**src/rtl/tt_sweep_pkg.sv**
```systemverilog
// Shared types and sizing for the truth-table sweep controller.
// The state enum uses an ST_ prefix so it cannot clash with the SETTLE parameter.
package tt_sweep_pkg;

  typedef enum logic [1:0] {
    ST_IDLE   = 2'd0,
    ST_SETTLE = 2'd1,
    ST_SAMPLE = 2'd2,
    ST_DONE   = 2'd3
  } state_t;

  localparam int N_COMB = 8;
  localparam int IDX_W  = 3;
  localparam int CNT_W  = 8;

  typedef logic [IDX_W-1:0]  idx_t;
  typedef logic [N_COMB-1:0] tt_t;
  typedef logic [CNT_W-1:0]  cnt_t;

  localparam idx_t IDX_LAST = idx_t'(N_COMB - 1);

endpackage

```
**src/rtl/tt_sweep_ctrl_if.sv**
```systemverilog
// Host-side start/done handshake and result bus of the sweep controller.
// The captured truth table is carried on tt_table because "table" is a reserved word.
interface tt_sweep_ctrl_if;
  import tt_sweep_pkg::*;

  logic start;
  tt_t  expected;
  logic busy;
  logic done;
  tt_t  tt_table;
  logic pass;
  idx_t mismatch_idx;

  modport master (
    output start,
    output expected,
    input  busy,
    input  done,
    input  tt_table,
    input  pass,
    input  mismatch_idx
  );

  modport slave (
    input  start,
    input  expected,
    output busy,
    output done,
    output tt_table,
    output pass,
    output mismatch_idx
  );

endinterface

```
**src/rtl/tt_sweep_ctrl_settle_timer.sv**
```systemverilog
// Loadable down-counter that times how long each combination is held.
// Stops at zero so the FSM can sit on the zero flag without wrap-around.
module tt_sweep_ctrl_settle_timer
  import tt_sweep_pkg::*;
(
  input  logic clk,
  input  logic rst,
  input  logic load,
  input  logic en,
  input  cnt_t load_val,
  output logic zero
);

  cnt_t cnt;

  always_ff @(posedge clk or posedge rst) begin
    if (rst) begin
      cnt <= '0;
    end else if (load) begin
      cnt <= load_val;
    end else if (en && (cnt != '0)) begin
      cnt <= cnt - 1'b1;
    end
  end

  assign zero = (cnt == '0);

endmodule

```
**src/rtl/tt_sweep_ctrl.sv**
```systemverilog
// Steps a 3-input function block through all eight inputs, captures F into a
// truth table and grades it against a golden mask latched at start.
module tt_sweep_ctrl
  import tt_sweep_pkg::*;
#(
  parameter int SETTLE = 4
) (
  input  logic            clk,
  input  logic            rst,
  tt_sweep_ctrl_if.slave  sweep,
  output logic            A,
  output logic            B,
  output logic            C,
  input  logic            F
);

  if ((SETTLE < 1) || (SETTLE > 255)) begin : g_settle_range
    $error("tt_sweep_ctrl: SETTLE must be within 1..255");
  end

  localparam cnt_t RELOAD = cnt_t'(SETTLE - 1);

  state_t state;
  state_t state_nx;
  idx_t   idx;
  tt_t    expected_q;
  tt_t    table_q;
  tt_t    table_nx;
  tt_t    diff;
  logic   pass_q;
  idx_t   midx_q;
  idx_t   midx_nx;
  logic   tmr_load;
  logic   tmr_en;
  logic   tmr_zero;
  logic   accept;
  logic   active;

  tt_sweep_ctrl_settle_timer u_settle_timer (
    .clk      (clk),
    .rst      (rst),
    .load     (tmr_load),
    .en       (tmr_en),
    .load_val (RELOAD),
    .zero     (tmr_zero)
  );

  always_ff @(posedge clk or posedge rst) begin
    if (rst) begin
      state <= ST_IDLE;
    end else begin
      state <= state_nx;
    end
  end

  always_comb begin
    state_nx = state;
    tmr_load = 1'b0;
    tmr_en   = 1'b0;
    case (state)
      ST_IDLE: begin
        if (sweep.start) begin
          tmr_load = 1'b1;
          state_nx = ST_SETTLE;
        end
      end
      ST_SETTLE: begin
        if (tmr_zero) begin
          state_nx = ST_SAMPLE;
        end else begin
          tmr_en = 1'b1;
        end
      end
      ST_SAMPLE: begin
        if (idx == IDX_LAST) begin
          state_nx = ST_DONE;
        end else begin
          tmr_load = 1'b1;
          state_nx = ST_SETTLE;
        end
      end
      ST_DONE: begin
        state_nx = ST_IDLE;
      end
      default: begin
        state_nx = ST_IDLE;
      end
    endcase
  end

  assign accept = (state == ST_IDLE) && sweep.start;
  assign active = (state == ST_SETTLE) || (state == ST_SAMPLE);

  // Table as it will stand after this cycle's sample; grading the final
  // sample here lets pass/mismatch_idx be valid in the DONE cycle itself.
  always_comb begin
    table_nx      = table_q;
    table_nx[idx] = F;
    diff          = table_nx ^ expected_q;
    midx_nx       = '0;
    for (int i = N_COMB - 1; i >= 0; i--) begin
      if (diff[i]) begin
        midx_nx = idx_t'(i);
      end
    end
  end

  always_ff @(posedge clk or posedge rst) begin
    if (rst) begin
      idx        <= '0;
      expected_q <= '0;
      table_q    <= '0;
      pass_q     <= 1'b0;
      midx_q     <= '0;
    end else if (accept) begin
      idx        <= '0;
      expected_q <= sweep.expected;
      table_q    <= '0;
      pass_q     <= 1'b0;
      midx_q     <= '0;
    end else if (state == ST_SAMPLE) begin
      table_q <= table_nx;
      if (idx == IDX_LAST) begin
        pass_q <= (diff == '0);
        midx_q <= midx_nx;
      end else begin
        idx <= idx + 1'b1;
      end
    end
  end

  assign {A, B, C}          = active ? idx : '0;
  assign sweep.busy         = active;
  assign sweep.done         = (state == ST_DONE);
  assign sweep.tt_table     = table_q;
  assign sweep.pass         = pass_q;
  assign sweep.mismatch_idx = midx_q;

endmodule

```
**src/flat_wrapper.sv**
```systemverilog
// flat-port wrapper written by rule: the top's interface ports become plain ports
module tt_sweep_ctrl_flat import tt_sweep_pkg::*;
#(
  parameter int SETTLE = 4
)
  (clk, rst, A, B, C, F, sweep_start, sweep_expected, sweep_busy, sweep_done, sweep_tt_table, sweep_pass, sweep_mismatch_idx);
  tt_sweep_ctrl_if sweep_i ();
  input  logic clk;
  input  logic rst;
  output logic A;
  output logic B;
  output logic C;
  input  logic F;
  input wire logic [$bits(sweep_i.start)-1:0] sweep_start;
  input wire logic [$bits(sweep_i.expected)-1:0] sweep_expected;
  output wire logic [$bits(sweep_i.busy)-1:0] sweep_busy;
  output wire logic [$bits(sweep_i.done)-1:0] sweep_done;
  output wire logic [$bits(sweep_i.tt_table)-1:0] sweep_tt_table;
  output wire logic [$bits(sweep_i.pass)-1:0] sweep_pass;
  output wire logic [$bits(sweep_i.mismatch_idx)-1:0] sweep_mismatch_idx;
  assign sweep_i.start = sweep_start;
  assign sweep_i.expected = sweep_expected;
  assign sweep_busy = sweep_i.busy;
  assign sweep_done = sweep_i.done;
  assign sweep_tt_table = sweep_i.tt_table;
  assign sweep_pass = sweep_i.pass;
  assign sweep_mismatch_idx = sweep_i.mismatch_idx;
  tt_sweep_ctrl #(.SETTLE(SETTLE)) u_core (.clk(clk), .rst(rst), .sweep(sweep_i), .A(A), .B(B), .C(C), .F(F));
endmodule
```
**config.mk**
```make
export PLATFORM = sky130hd
export DESIGN_NAME = tt_sweep_ctrl_flat
export DESIGN_NICKNAME = d
export VERILOG_FILES = /design/src/rtl/tt_sweep_pkg.sv /design/src/rtl/tt_sweep_ctrl_if.sv /design/src/rtl/tt_sweep_ctrl_settle_timer.sv /design/src/rtl/tt_sweep_ctrl.sv /design/src/flat_wrapper.sv
export SDC_FILE = /design/constraint.sdc
export NUM_CORES = 1
export LEC_CHECK = 0
export ABC_CLOCK_PERIOD_IN_PS = 2100
export CAP_MARGIN = 20
export CORE_ASPECT_RATIO = 0.7
export CORE_MARGIN = 2
export CORE_UTILIZATION = 47
export DETAILED_ROUTE_END_ITERATION = 8
export GPL_ROUTABILITY_DRIVEN = 0
export HOLD_SLACK_MARGIN = 0.06
export PLACE_DENSITY = 0.7
export SYNTH_ARGS = -nofsm -noshare
export SYNTH_HDL_FRONTEND = slang
export SYNTH_SLANG_ARGS = --single-unit
```
**constraint.sdc**
```tcl
create_clock -name clk -period 2.1 [get_ports clk]
set_input_delay 0.63 -clock clk [delete_from_list [all_inputs] [get_ports clk]]
set_output_delay 0.63 -clock clk [all_outputs]
set_load 0.01 [all_outputs]
```
==> key figures <==
Synthesis
  • Post-Synthesis Cells: 185
  • Synth Warn #: 0
  • Ranking of synthesized cells by area: dfrtp_1, mux2i_1, nor2_1
  • Synth Cell Area: 1900 µm²
  • Yosys reg bits: 33
  • Yosys cell types: 37
  • Post-Synthesis Net Count: 204
  • Seq/Total Area, Yosys: 43.4%
  • Mean post-synth cell area: 10.3 µm²
  • Synth top area share: 43.4%
  • Area leader, netlist: dfrtp_1

Setup path
  • R2R setup slack: 120 ps
  • Reg2Reg Depth: 7
  • Data required time of the worst path: 1470 ps
  • Critical Path Sink: B
  • Arr. time, crit path: 1410 ps
  • Crit start category: flip-flop
  • Worst Setup SP: u_core.state[0]
  • Peak fanout along the critical path: 4
  • Critical path class: reg2out
  • FF-to-FF End: u_core.sweep.pass
  • CP Capture Type: output pin
  • Critical R2R Launch: u_core.idx[2]

Clock network
  • TritonCTS Sinks: 33
  • Clock-pin slew on the worst setup and hold paths: 70 ps
  • Setup Fix Bufs, Post-CTS: 0
  • CTS max path bufs: 2
  • H-tree Lvls: 2
  • Worst-Skew Late Latency: 290 ps
  • Root buf cell: clkbuf_8
  • TritonCTS clock tree: yes
  • CTS Buf Count: 5

Global routing
  • Met2 Resource Use GR: 33.0%
  • Vias in the first global route: 1524
  • First-pass GRT wire length: 7.23 mm
  • Grt peak-use layer: met2
  • Met1 Use GR: 28.3%
  • Pin count of the biggest net entering global routing: 34
  • Met3 Use GR: 5.38%
  • Total gr overflow: 0
  • GRT Total Usage: 21.0%
  • Antenna violations before repair: 0

Power and ir drop
  • Max IR drop VDD: 0.810 mV
  • Cell Pwr Density: 1360 nW/µm²
  • Static Leak: 1.13 nW

Timing
  • Skew final: 3.26 ps
  • Final period utilization: 97.0%
  • Slew headroom: 71.1%
  • Slew Viols, Final: 0
  • RSZ-0062 raised after global routing: true
  • Final setup fails: 0
  • Total negative setup slack: 0 ps
  • Fin crit period: 2040 ps
  • Slew @ Worst Pin: 430 ps
  • Endpoints failing hold: 0
  • FMAX: 491 MHz
  • WHS: 481 ps

Placement
  • Post-detail-place hpwl: 3.12 mm
  • Number of port buffers: 28

Drt
  • Final ANT Viol Nets: 0
  • First-pass iteration count of the detailed router: 4
  • Number of DRC markers in iteration 0: 67
  • DRC: 0
  • WL final: 4.24 mm
  • Via Count: 1531
  • DR vias/cell: 5.51
  • DR WL/cell: 15.2 µm

Final layout
  • Most frequent cells in the layout: dfrtp_1, nor2_1, clkdlybuf4s50_1
  • Area growth syn-to-layout: 28.4%
  • Share of cells above drive strength 1: 20.4%
  • N_diodes: 0
  • Most common cell after layout, fill and taps aside: dfrtp_1
  • Layout net count: 244

Floorplanning
  • # IOs: 29
  • Die Span Y: 57.2 µm
  • Initial Utilization: 48.7%
  • Die Width: 80.0 µm
  • Core area: 3900 µm²
  • Row Count: 19
  • Area of the die: 4580 µm²

Outcome
  • Status: finished, final reports clean

Hold path
  • Min-Delay Path Class: reg2reg

Job
  • Max cap viols: 0
==> final cells by class <==
class,count,area (µm²)
Clock buffer,7,96.3
Clock inverter,1,5.00
Fill cell,318,1460
Inverter,6,22.5
Multi-Input combinational cell,136,1030
Sequential cell,33,830
Tap cell,52,65.1
Timing Repair Buffer,43,389
==> what timing repair did <==
item,CTS,global route
setup endpoints to repair,5,7
gates resized for setup,6,12
hold buffers,0,0
endpoints found under the hold margin,0,0
==> worst max-delay path, cell delays in order, from the launching register on <==
cell	delay (ps)
dfrtp_1	400
inv_2	90
ha_4	210
and2_1	150
dlygate4sd2_1	270
==> how the worst min path moves through the flow <==
| stage | start | endpoint | slack [ps] | cells past startpoint |
|---|---|---|---|---|
| final | u_core.sweep.mismatch_idx[2] | u_core.sweep.mismatch_idx[2] | 480 | 2 |
| after global routing | u_core.sweep.mismatch_idx[2] | u_core.sweep.mismatch_idx[2] | 530 | 2 |
| after detailed placement | u_core.sweep.mismatch_idx[2] | u_core.sweep.mismatch_idx[2] | 470 | 2 |
| after CTS | u_core.sweep.mismatch_idx[2] | u_core.sweep.mismatch_idx[2] | 490 | 2 |
| after floorplan | u_core.state[1] | u_core.state[1] | 500 | 1 |
| after global placement | u_core.sweep.mismatch_idx[2] | u_core.sweep.mismatch_idx[2] | 470 | 2 |
==> cells by family after synthesis <==
logic type	after synthesis	synth area share (%)
fa+ha+maj	7	4.61
simple gates	73	20.2
mux	26	14.2
buf+inv	16	4.35
compound gates	13	4.94
flops	33	43.4
xor+xnor	17	8.23
==> cell usage after synthesis <==
| master | n |
|---|---|
| dfrtp_1 | 33 |
| nor2_1 | 27 |
| mux2i_1 | 18 |
| xnor2_1 | 9 |
| mux2_2 | 8 |
| clkbuf_1 | 7 |
| ha_1 | 7 |
| nand2_1 | 7 |
| xor2_1 | 7 |
| inv_1 | 6 |
| and2_1 | 5 |
| nand3_1 | 5 |
| nor3_1 | 5 |
| nor3b_1 | 5 |
| a21oi_1 | 3 |
| buf_6 | 3 |
| nand3b_1 | 3 |
| nor2b_1 | 3 |
| nor4_1 | 3 |
| nand4_1 | 2 |
| nand4b_1 | 2 |
| o21ai_0 | 2 |
| a211o_1 | 1 |
| a211oi_1 | 1 |
| a221o_1 | 1 |
| a22o_1 | 1 |
| a31oi_1 | 1 |
| a32o_1 | 1 |
| and3_1 | 1 |
| nand2b_1 | 1 |
| nand3_2 | 1 |
| nor4_2 | 1 |
| o21bai_1 | 1 |
| o32a_1 | 1 |
| or2_2 | 1 |
| or3_1 | 1 |
| xnor2_2 | 1 |
==> report_power, final <==
part	internal (mW)	leakage, nW	switching (mW)
sequential	0.844	0.422	0.248
combinational	0.847	0.654	0.834
clock	0.296	0.0542	0.238
total	1.99	1.13	1.32
==> metrics by stage <==
| stage | util [%] | instances | power [mW] | setup slack [ps] | area, µm² |
|---|---|---|---|---|---|
| 3_5_place_dp | 59.0 | 270 | 2.71 | -224 | 2300 |
| 3_3_place_gp | 59.0 | 270 | 2.62 | -146 | 2300 |
| 4_1_cts | 61.7 | 278 | 3.25 | 10.3 | 2410 |
| 6_report | 62.6 | 278 | 3.31 | 63.5 | 2440 |
| 5_1_grt | 62.6 | 278 | 3.55 | -12.0 | 2440 |
| 2_1_floorplan | - | 185 | 2.13 | 325 | 1900 |
==> routing by layer <==
layer  up-vias  part of all wire, %
met2        44                   47
met5         -                    0
met1       764                   46
met3         8                  5.2
met4         0                  1.5
li1        715                    -
==> sequential cells by signal, summed over array words and instances (netlist names) <==
signal                     count
u_core.expected_q              8
u_core.idx                     3
u_core.state                   2
u_core.sweep.mismatch_idx      3
u_core.sweep.pass              1
u_core.sweep.tt_table          8
u_core.u_settle_timer.cnt      8
Power figures use the tool's default switching activity.
